### config.mk
export PLATFORM = sky130hd
export DESIGN_NAME = mem_port_arbiter
export DESIGN_NICKNAME = d
export VERILOG_FILES = /design/src/rtl/mem_port_arbiter.sv
export SDC_FILE = /design/constraint.sdc
export NUM_CORES = 1
export LEC_CHECK = 0
export ABC_AREA = 1
export CORE_MARGIN = 4
export CORE_UTILIZATION = 40
export DETAILED_ROUTE_END_ITERATION = 6
export PLACE_DENSITY = 0.77
export SYNTH_ARGS = -nofsm -noshare
export SYNTH_HDL_FRONTEND = slang
export SYNTH_SLANG_ARGS = --single-unit
### constraint.sdc
create_clock -name clk -period 4.8 [get_ports clk]
set_input_delay 1.2 -clock clk [delete_from_list [all_inputs] [get_ports clk]]
set_output_delay 1.2 -clock clk [all_outputs]
set_load 0.02 [all_outputs]
### src/rtl/mem_port_arbiter.sv
// Shares one single-port memory between instruction fetch and load/store traffic,
// alternating on contention, with a handshake towards variable-latency memory and a watchdog.
module mem_port_arbiter #(
  parameter int unsigned ADDR_W  = 32,
  parameter int unsigned DATA_W  = 32,
  parameter int unsigned TIMEOUT = 255,
  parameter int unsigned CNT_W   = 8
) (
  input  logic              clk,
  input  logic              rst,
  input  logic              if_req,
  input  logic [ADDR_W-1:0] if_addr,
  output logic [DATA_W-1:0] if_data,
  output logic              if_ready,
  input  logic              d_ren,
  input  logic              d_wen,
  input  logic [ADDR_W-1:0] d_addr,
  input  logic [DATA_W-1:0] d_wdata,
  output logic [DATA_W-1:0] d_rdata,
  output logic              d_ready,
  output logic              ram_cs,
  output logic              ram_we,
  output logic [ADDR_W-1:0] ram_addr,
  output logic [DATA_W-1:0] ram_din,
  input  logic [DATA_W-1:0] ram_dout,
  input  logic              ram_ack,
  output logic              if_stall,
  output logic              mem_stall,
  output logic              bus_err
);

  typedef enum logic [1:0] {IDLE, INST, DATA, DONE} state_t;

  localparam logic [CNT_W-1:0] CNT_LAST = CNT_W'(TIMEOUT - 1);

  state_t            state, state_nxt;
  logic              last_data, last_data_nxt;  // 1: data port won the last grant
  logic [CNT_W-1:0]  cnt, cnt_nxt;
  logic              ram_cs_nxt, ram_we_nxt;
  logic [ADDR_W-1:0] ram_addr_nxt;
  logic [DATA_W-1:0] ram_din_nxt, if_data_nxt, d_rdata_nxt;
  logic              if_ready_nxt, d_ready_nxt, bus_err_nxt;
  logic              d_pend, grant_data, expired;

  assign d_pend     = d_ren | d_wen;
  assign grant_data = d_pend & (~if_req | ~last_data);
  assign expired    = (cnt == CNT_LAST) & ~ram_ack;

  assign if_stall  = if_req & ~if_ready;
  assign mem_stall = d_pend & ~d_ready;

  // State and registered outputs
  always_ff @(posedge clk) begin
    if (rst) begin
      state     <= IDLE;
      last_data <= 1'b0;
      cnt       <= '0;
      ram_cs    <= 1'b0;
      ram_we    <= 1'b0;
      ram_addr  <= '0;
      ram_din   <= '0;
      if_data   <= '0;
      d_rdata   <= '0;
      if_ready  <= 1'b0;
      d_ready   <= 1'b0;
      bus_err   <= 1'b0;
    end else begin
      state     <= state_nxt;
      last_data <= last_data_nxt;
      cnt       <= cnt_nxt;
      ram_cs    <= ram_cs_nxt;
      ram_we    <= ram_we_nxt;
      ram_addr  <= ram_addr_nxt;
      ram_din   <= ram_din_nxt;
      if_data   <= if_data_nxt;
      d_rdata   <= d_rdata_nxt;
      if_ready  <= if_ready_nxt;
      d_ready   <= d_ready_nxt;
      bus_err   <= bus_err_nxt;
    end
  end

  always_comb begin
    state_nxt = state;
    case (state)
      IDLE: begin
        if (grant_data)  state_nxt = DATA;
        else if (if_req) state_nxt = INST;
      end
      INST, DATA: begin
        if (ram_ack || expired) state_nxt = DONE;
      end
      DONE:    state_nxt = IDLE;
      default: state_nxt = IDLE;
    endcase
  end

  // A timed-out read returns zero; writes never touch d_rdata
  always_comb begin
    last_data_nxt = last_data;
    cnt_nxt       = cnt;
    ram_cs_nxt    = ram_cs;
    ram_we_nxt    = ram_we;
    ram_addr_nxt  = ram_addr;
    ram_din_nxt   = ram_din;
    if_data_nxt   = if_data;
    d_rdata_nxt   = d_rdata;
    if_ready_nxt  = 1'b0;
    d_ready_nxt   = 1'b0;
    bus_err_nxt   = 1'b0;
    case (state)
      IDLE: begin
        if (grant_data) begin
          ram_cs_nxt    = 1'b1;
          ram_we_nxt    = d_wen;
          ram_addr_nxt  = d_addr;
          ram_din_nxt   = d_wdata;
          cnt_nxt       = '0;
          last_data_nxt = 1'b1;
        end else if (if_req) begin
          ram_cs_nxt    = 1'b1;
          ram_we_nxt    = 1'b0;
          ram_addr_nxt  = if_addr;
          cnt_nxt       = '0;
          last_data_nxt = 1'b0;
        end
      end
      INST, DATA: begin
        cnt_nxt = cnt + CNT_W'(1);
        if (ram_ack || expired) begin
          ram_cs_nxt  = 1'b0;
          ram_we_nxt  = 1'b0;
          bus_err_nxt = expired;
          if (state == INST) begin
            if_ready_nxt = 1'b1;
            if_data_nxt  = ram_ack ? ram_dout : '0;
          end else begin
            d_ready_nxt = 1'b1;
            if (!ram_we) d_rdata_nxt = ram_ack ? ram_dout : '0;
          end
        end
      end
      default: ;
    endcase
  end

endmodule

==> results of run 1 <==
-- final cells by class --
| cell class | count | area share, % |
|---|---|---|
| flip-flops and latches | 144 | 30.7 |
| repair buffers | 279 | 29.3 |
| multi-input cells | 568 | 28.1 |
| clock buffers | 24 | 5.34 |
| inverters | 83 | 3.31 |
| well taps | 188 | 2.50 |
| clock inverters | 7 | 0.799 |
-- where the power goes --
group	internal, mW	total (mW)	switching, mW
Clock	0.782	1.30	0.517
Sequential	1.50	1.65	0.154
Combinational	0.959	2.48	1.52
Total	3.24	5.43	2.19
-- cell usage after synthesis --
| master | instances | area share, % |
|---|---|---|
| clkbuf_1 | 31 | 1.9 |
| inv_1 | 83 | 5.1 |
| nand3_1 | 45 | 3.7 |
| nand2_1 | 223 | 14 |
| buf_1 | 11 | 0.67 |
| o21ai_0 | 32 | 2.6 |
| ha_1 | 4 | 0.81 |
| or2_1 | 1 | 0.10 |
| nand3b_1 | 1 | 0.12 |
| buf_4 | 4 | 0.49 |
| dfxtp_1 | 144 | 47 |
| a21oi_1 | 139 | 11 |
| nand2_2 | 3 | 0.31 |
| nor2_2 | 2 | 0.20 |
| nor3_1 | 1 | 0.081 |
| nor2_1 | 51 | 3.1 |
| buf_6 | 3 | 0.55 |
| nand4_1 | 63 | 6.4 |
| or2_2 | 1 | 0.10 |
| nand3_4 | 1 | 0.28 |
| buf_2 | 20 | 1.6 |
| nand3_2 | 1 | 0.16 |
-- worst max path at each step --
stage               startpoint         to  slack (ns)
floorplan                d_wen  mem_stall        2.06
global placement         d_wen  mem_stall        1.01
detailed placement      if_req   if_stall        1.01
CTS                     if_req   if_stall        1.01
global route             d_wen  mem_stall        0.95
finish                  if_req   if_stall        1.01
-- logic make-up after synthesis --
group	after synthesis	share of synthesized area (%)
AND/OR/NAND/NOR	393	28.1
buffers and inverters	152	10.3
flip-flops	144	46.8
adder cells (fa/ha/maj)	4	0.813
AO/OA/AOI/OAI	171	13.9
-- layer usage --
layer	vias up	share of wire [%]
met3	36	8.5
li1	3280	-
met2	246	46
met1	2910	42
met4	0	3.3
met5	-	0
-- stage by stage --
stage	hold slack [ns]	std cells	utilization, %	setup WS, ns
2_1_floorplan	0.439	864	-	2.06
4_1_cts	0.461	1293	62.1	1.01
6_report	0.460	1293	62.1	1.01
5_1_grt	0.479	1293	62.1	0.953
3_5_place_dp	0.453	1262	58.3	1.01
3_3_place_gp	0.447	1262	58.3	1.01
-- state kept, by name, indices dropped and copies added (netlist names) --
register   count
ram_cs         1
ram_addr      32
ram_we         1
cnt            8
ram_din       32
if_ready       1
state          2
d_ready        1
if_data       32
last_data      1
bus_err        1
d_rdata       32
-- critical path: stages --
cell,delay (ns)
clkdlybuf4s50_1,0.53
inv_1,0.11
nor2_1,0.12
clkdlybuf4s50_1,0.63
==> results.yml, run 1 <==
grt:
  grt_use_met3_pct: 7.25
  grt_pass1_vias: 5955
  gr-usage-all-layers_pct: 22.2
  grt-ovfl-total: 0
  busiest_layer: "met2"
  grtUsageMet1_pct: 26.9
  antenna_found_initial: 0
  grt_max_degree: 72
  grt_util_met2_pct: 35.9
  grt_pass1_wl_um: 31300
die:
  fp.dieW_um: 132
  num_io_pins: 269
  initial_utilization_pct: 40.6
  fp.coreArea_sq_um: 15100
  die-area_sq_um: 17400
  die_h_um: 132
  fp-row-count: 45
sta:
  fin_setup_tns_ns: 0
  setup_viol: 0
  worst_pin_slew_ns: 0.822
  post-route-period-util_pct: 79.0
  report.final.slew_viol_count: 0
  layout_min_cycle_time_ns: 3.79
  hold_viol: 0
  skew_ns: 0.00905
  slew-limit-headroom_pct: 45.1
  fmax_ghz: 0.264
  rsz0062_at_grt: "no"
routing:
  drt_drc_violations_left: 0
  viasPerCell: 5.01
  wl_um: 20300
  ant_nets: 0
  drtIter0Drc: 479
  firstDrtPassIters: 5
  vias: 6472
  wl_per_cell_um: 15.7
hold_path:
  hp-start: "if_data[2]"
  holdCritPathClass: "flip-flop to flip-flop"
  whs_path_depth: 2
  hold_end: "if_data[2]"
placed_design:
  port_buffers: 268
  place.gp.congestion: 0.818
  dp_hpwl_um: 13700
  place_area_sq_um: 8820
power:
  p_total_mw: 5.43
  ir_drop_v: 0.000296
  p_per_area_nw_per_um2: 578
  leakagePower_nw: 3.78
final_layout:
  fin_nets: 1231
  seq_area_sq_um: 2880
  drive_gt1_share_pct: 4.80
  design_area_sq_um: 9400
  diodes: 0
  layout_commonest_cell: "clkdlybuf4s50_1"
  multiInputGateArea_sq_um: 2640
  area_delta_synth_final_pct: 52.8
  fill_cells: 1391
  layout_common_cells: "clkdlybuf4s50_1 (266), nand2_1 (223), dfxtp_1 (144)"
cts:
  post_cts_buffers: 0
  insertion_delay_ns: 0.43
  ctsResizeCount: 0
  cts_hold_buf: 0
  cts_tree: "yes"
  path_clk_slew_ns: 0.06
  cts_buffers: 17
  cts_num_sinks: 144
  cts_root_buffer: "clkbuf_16"
  clockBufferDepth: 2
  htree_levels: 4
status:
  status: "finished clean"
worst_setup_path:
  path_class: "primary input to primary output"
  required_ns: 3.60
  r2r_start: "cnt[1]"
  worstSetupEndpointType: "primary output"
  r2r_slack_ns: 2.24
  critPathArrivalTime_ns: 2.59
  worstPathMaxFanout: 3
  critPathLaunchType: "primary input"
  ff2ff_path_depth: 8
  r2r_end: "d_rdata[17]"
synthesis:
  synth_seq_cells: 144
  synth_area_sq_um: 6150
  syn_area_per_cell_sq_um: 7.12
  synth_seq_area_share_pct: 46.8
  yosysUniqueCellTypes: 22
  syn_inst: 864
  yosys_warnings: 0
  syn_nets: 1002
job:
  drv_cap: 0
Note: power is estimated with default switching activity, not from simulation.
==> run 2: changes to the inputs <==
- clock period: 4.8 -> 3.5 ns (I/O delays scaled with it)
==> run 2 against run 1 <==
Effect of this change: count of clock-buffer cells in the layout shrank 5; worst setup slack lost 0.56 ns; die area is the same; global-route usage grew 0.28 points; largest power group unchanged; sequential power grew 38%; total power grew 40%; combinational power grew 38%; critical endpoint unchanged; utilization grew 0.52 points; via count grew 1.1%.
==> results.yml, run 2 (synthesized netlist as in run 1, its figures left out) <==
sta:
  post-route-period-util_pct: 87.2
  worst_pin_slew_ns: 0.788
  rsz0062_at_grt: "no"
  report.final.slew_viol_count: 0
  hold_viol: 0
  whs_ns: 0.460
  skew_ns: 0.00884
  fin_setup_tns_ns: 0
  fmax_ghz: 0.327
  layout_min_cycle_time_ns: 3.05
  slew-limit-headroom_pct: 47.4
  setup_viol: 0
  setup_ws_ns: 0.446
worst_setup_path:
  critPathLaunchType: "primary input"
  critPathArrivalTime_ns: 2.18
  r2r_start: "cnt[0]"
  required_ns: 2.62
  r2r_end: "d_rdata[29]"
  worstSetupEndpointType: "primary output"
  worstPathMaxFanout: 3
  r2r_slack_ns: 0.97
  path_class: "primary input to primary output"
  ff2ff_path_depth: 10
cts:
  insertion_delay_ns: 0.42
  ctsResizeCount: 0
  htree_levels: 4
  cts_hold_buf: 0
  clockBufferDepth: 2
  path_clk_slew_ns: 0.06
  post_cts_buffers: 0
  cts_buffers: 17
  cts_num_sinks: 144
  cts_root_buffer: "clkbuf_16"
  cts_tree: "yes"
die:
  fp.dieW_um: 132
  num_io_pins: 269
  die-area_sq_um: 17400
  fp-row-count: 45
  fp.coreArea_sq_um: 15100
  die_h_um: 132
  initial_utilization_pct: 40.6
job:
  drv_cap: 0
placed_design:
  placed_cells: 1267
  port_buffers: 268
  place.gp.congestion: 0.828
  pre_cts_slack_ns: 0.447
  dp_hpwl_um: 14200
final_layout:
  layout_common_cells: "clkdlybuf4s50_1 (266), nand2_1 (223), dfxtp_1 (144)"
  area_delta_synth_final_pct: 54.1
  fin_nets: 1236
  diodes: 0
  layout_commonest_cell: "clkdlybuf4s50_1"
  final_cells: 1299
  fill_cells: 1359
  multiInputGateArea_sq_um: 2640
  seq_area_sq_um: 2880
  drive_gt1_share_pct: 5.31
grt:
  grt-ovfl-total: 0
  grt_pass1_wl_um: 31800
  grt_max_degree: 72
  antenna_found_initial: 0
  gr-usage-all-layers_pct: 22.5
  grt_pass1_vias: 6193
routing:
  drt_drc_violations_left: 0
  vias: 6545
  ant_nets: 0
  firstDrtPassIters: 5
  wl_per_cell_um: 15.6
  wl_um: 20300
  viasPerCell: 5.04
  drtIter0Drc: 457
hold_path:
  whs_path_depth: 2
  hp-start: "if_data[0]"
  hold_end: "if_data[0]"
  holdCritPathClass: "flip-flop to flip-flop"
power:
  leakagePower_nw: 3.83
  ir_drop_v: 0.000426
  p_per_area_nw_per_um2: 803
status:
  status: "finished clean"
==> run 2: cell types whose count changed in the layout (fill, tap and decap cells not counted), sizes merged <==
cell / change
buf: +5
bufinv: +3
clkbuf: -5
clkinv: +4
clkinvlp: -1
==> run 2: cell type report <==
cell class | instances | share of cell area [%]
flip-flops and latches | 144 | 30.4
repair buffers | 284 | 29.5
multi-input cells | 568 | 27.8
clock buffers | 19 | 4.57
inverters | 83 | 3.29
well taps | 188 | 2.48
clock inverters | 13 | 1.95
==> run 2: routing by layer <==
metal	track usage [%]	wire length, um	share of wire (%)	up-vias
met4	9.22	554	2.7	0
met5	0	0	0	-
met1	26.2	8270	41	2962
met3	7.63	1780	8.8	31
li1	-	-	-	3295
met2	37.9	9660	48	257
==> run 2: worst max-delay path by stage <==
| stage | startpoint | endpoint | slack, ns | depth (start not counted) |
|---|---|---|---|---|
| 6_report | if_req | if_stall | 0.45 | 4 |
| 5_1_grt | if_req | if_stall | 0.40 | 4 |
| 4_1_cts | if_req | if_stall | 0.45 | 4 |
| 3_5_place_dp | if_req | if_stall | 0.45 | 4 |
| 3_3_place_gp | if_req | if_stall | 0.46 | 4 |
| 2_1_floorplan | d_wen | mem_stall | 1.41 | 2 |
==> run 2: report_power, final <==
part           switching (mW)  total (mW)  internal (mW)  leakage (nW)
clock                   0.714        1.91           1.20         0.298
combinational            2.10        3.43           1.34          2.35
sequential              0.211        2.27           2.05          1.18
==> run 2: through the flow <==
step / total power, mW / utilization (%) / instance area, sq um
finish: 7.61 / 62.6 / 9480
global route: 8.08 / 62.6 / 9480
CTS: 7.67 / 62.6 / 9480
detailed placement: 5.72 / 58.5 / 8860
global placement: 5.69 / 58.5 / 8860
floorplan: 4.36 / - / 6150
==> run 2: critical path: stages <==
cell             delay [ns]
clkdlybuf4s50_1        0.52
inv_1                  0.08
nor2_1                 0.09
clkdlybuf4s50_1        0.61
==> run 3: changes to the inputs <==
- SKIP_LAST_GASP: unset -> 1
==> results of run 3 <==
No change in the layout: final DEF, timing and power equal those of run 2.
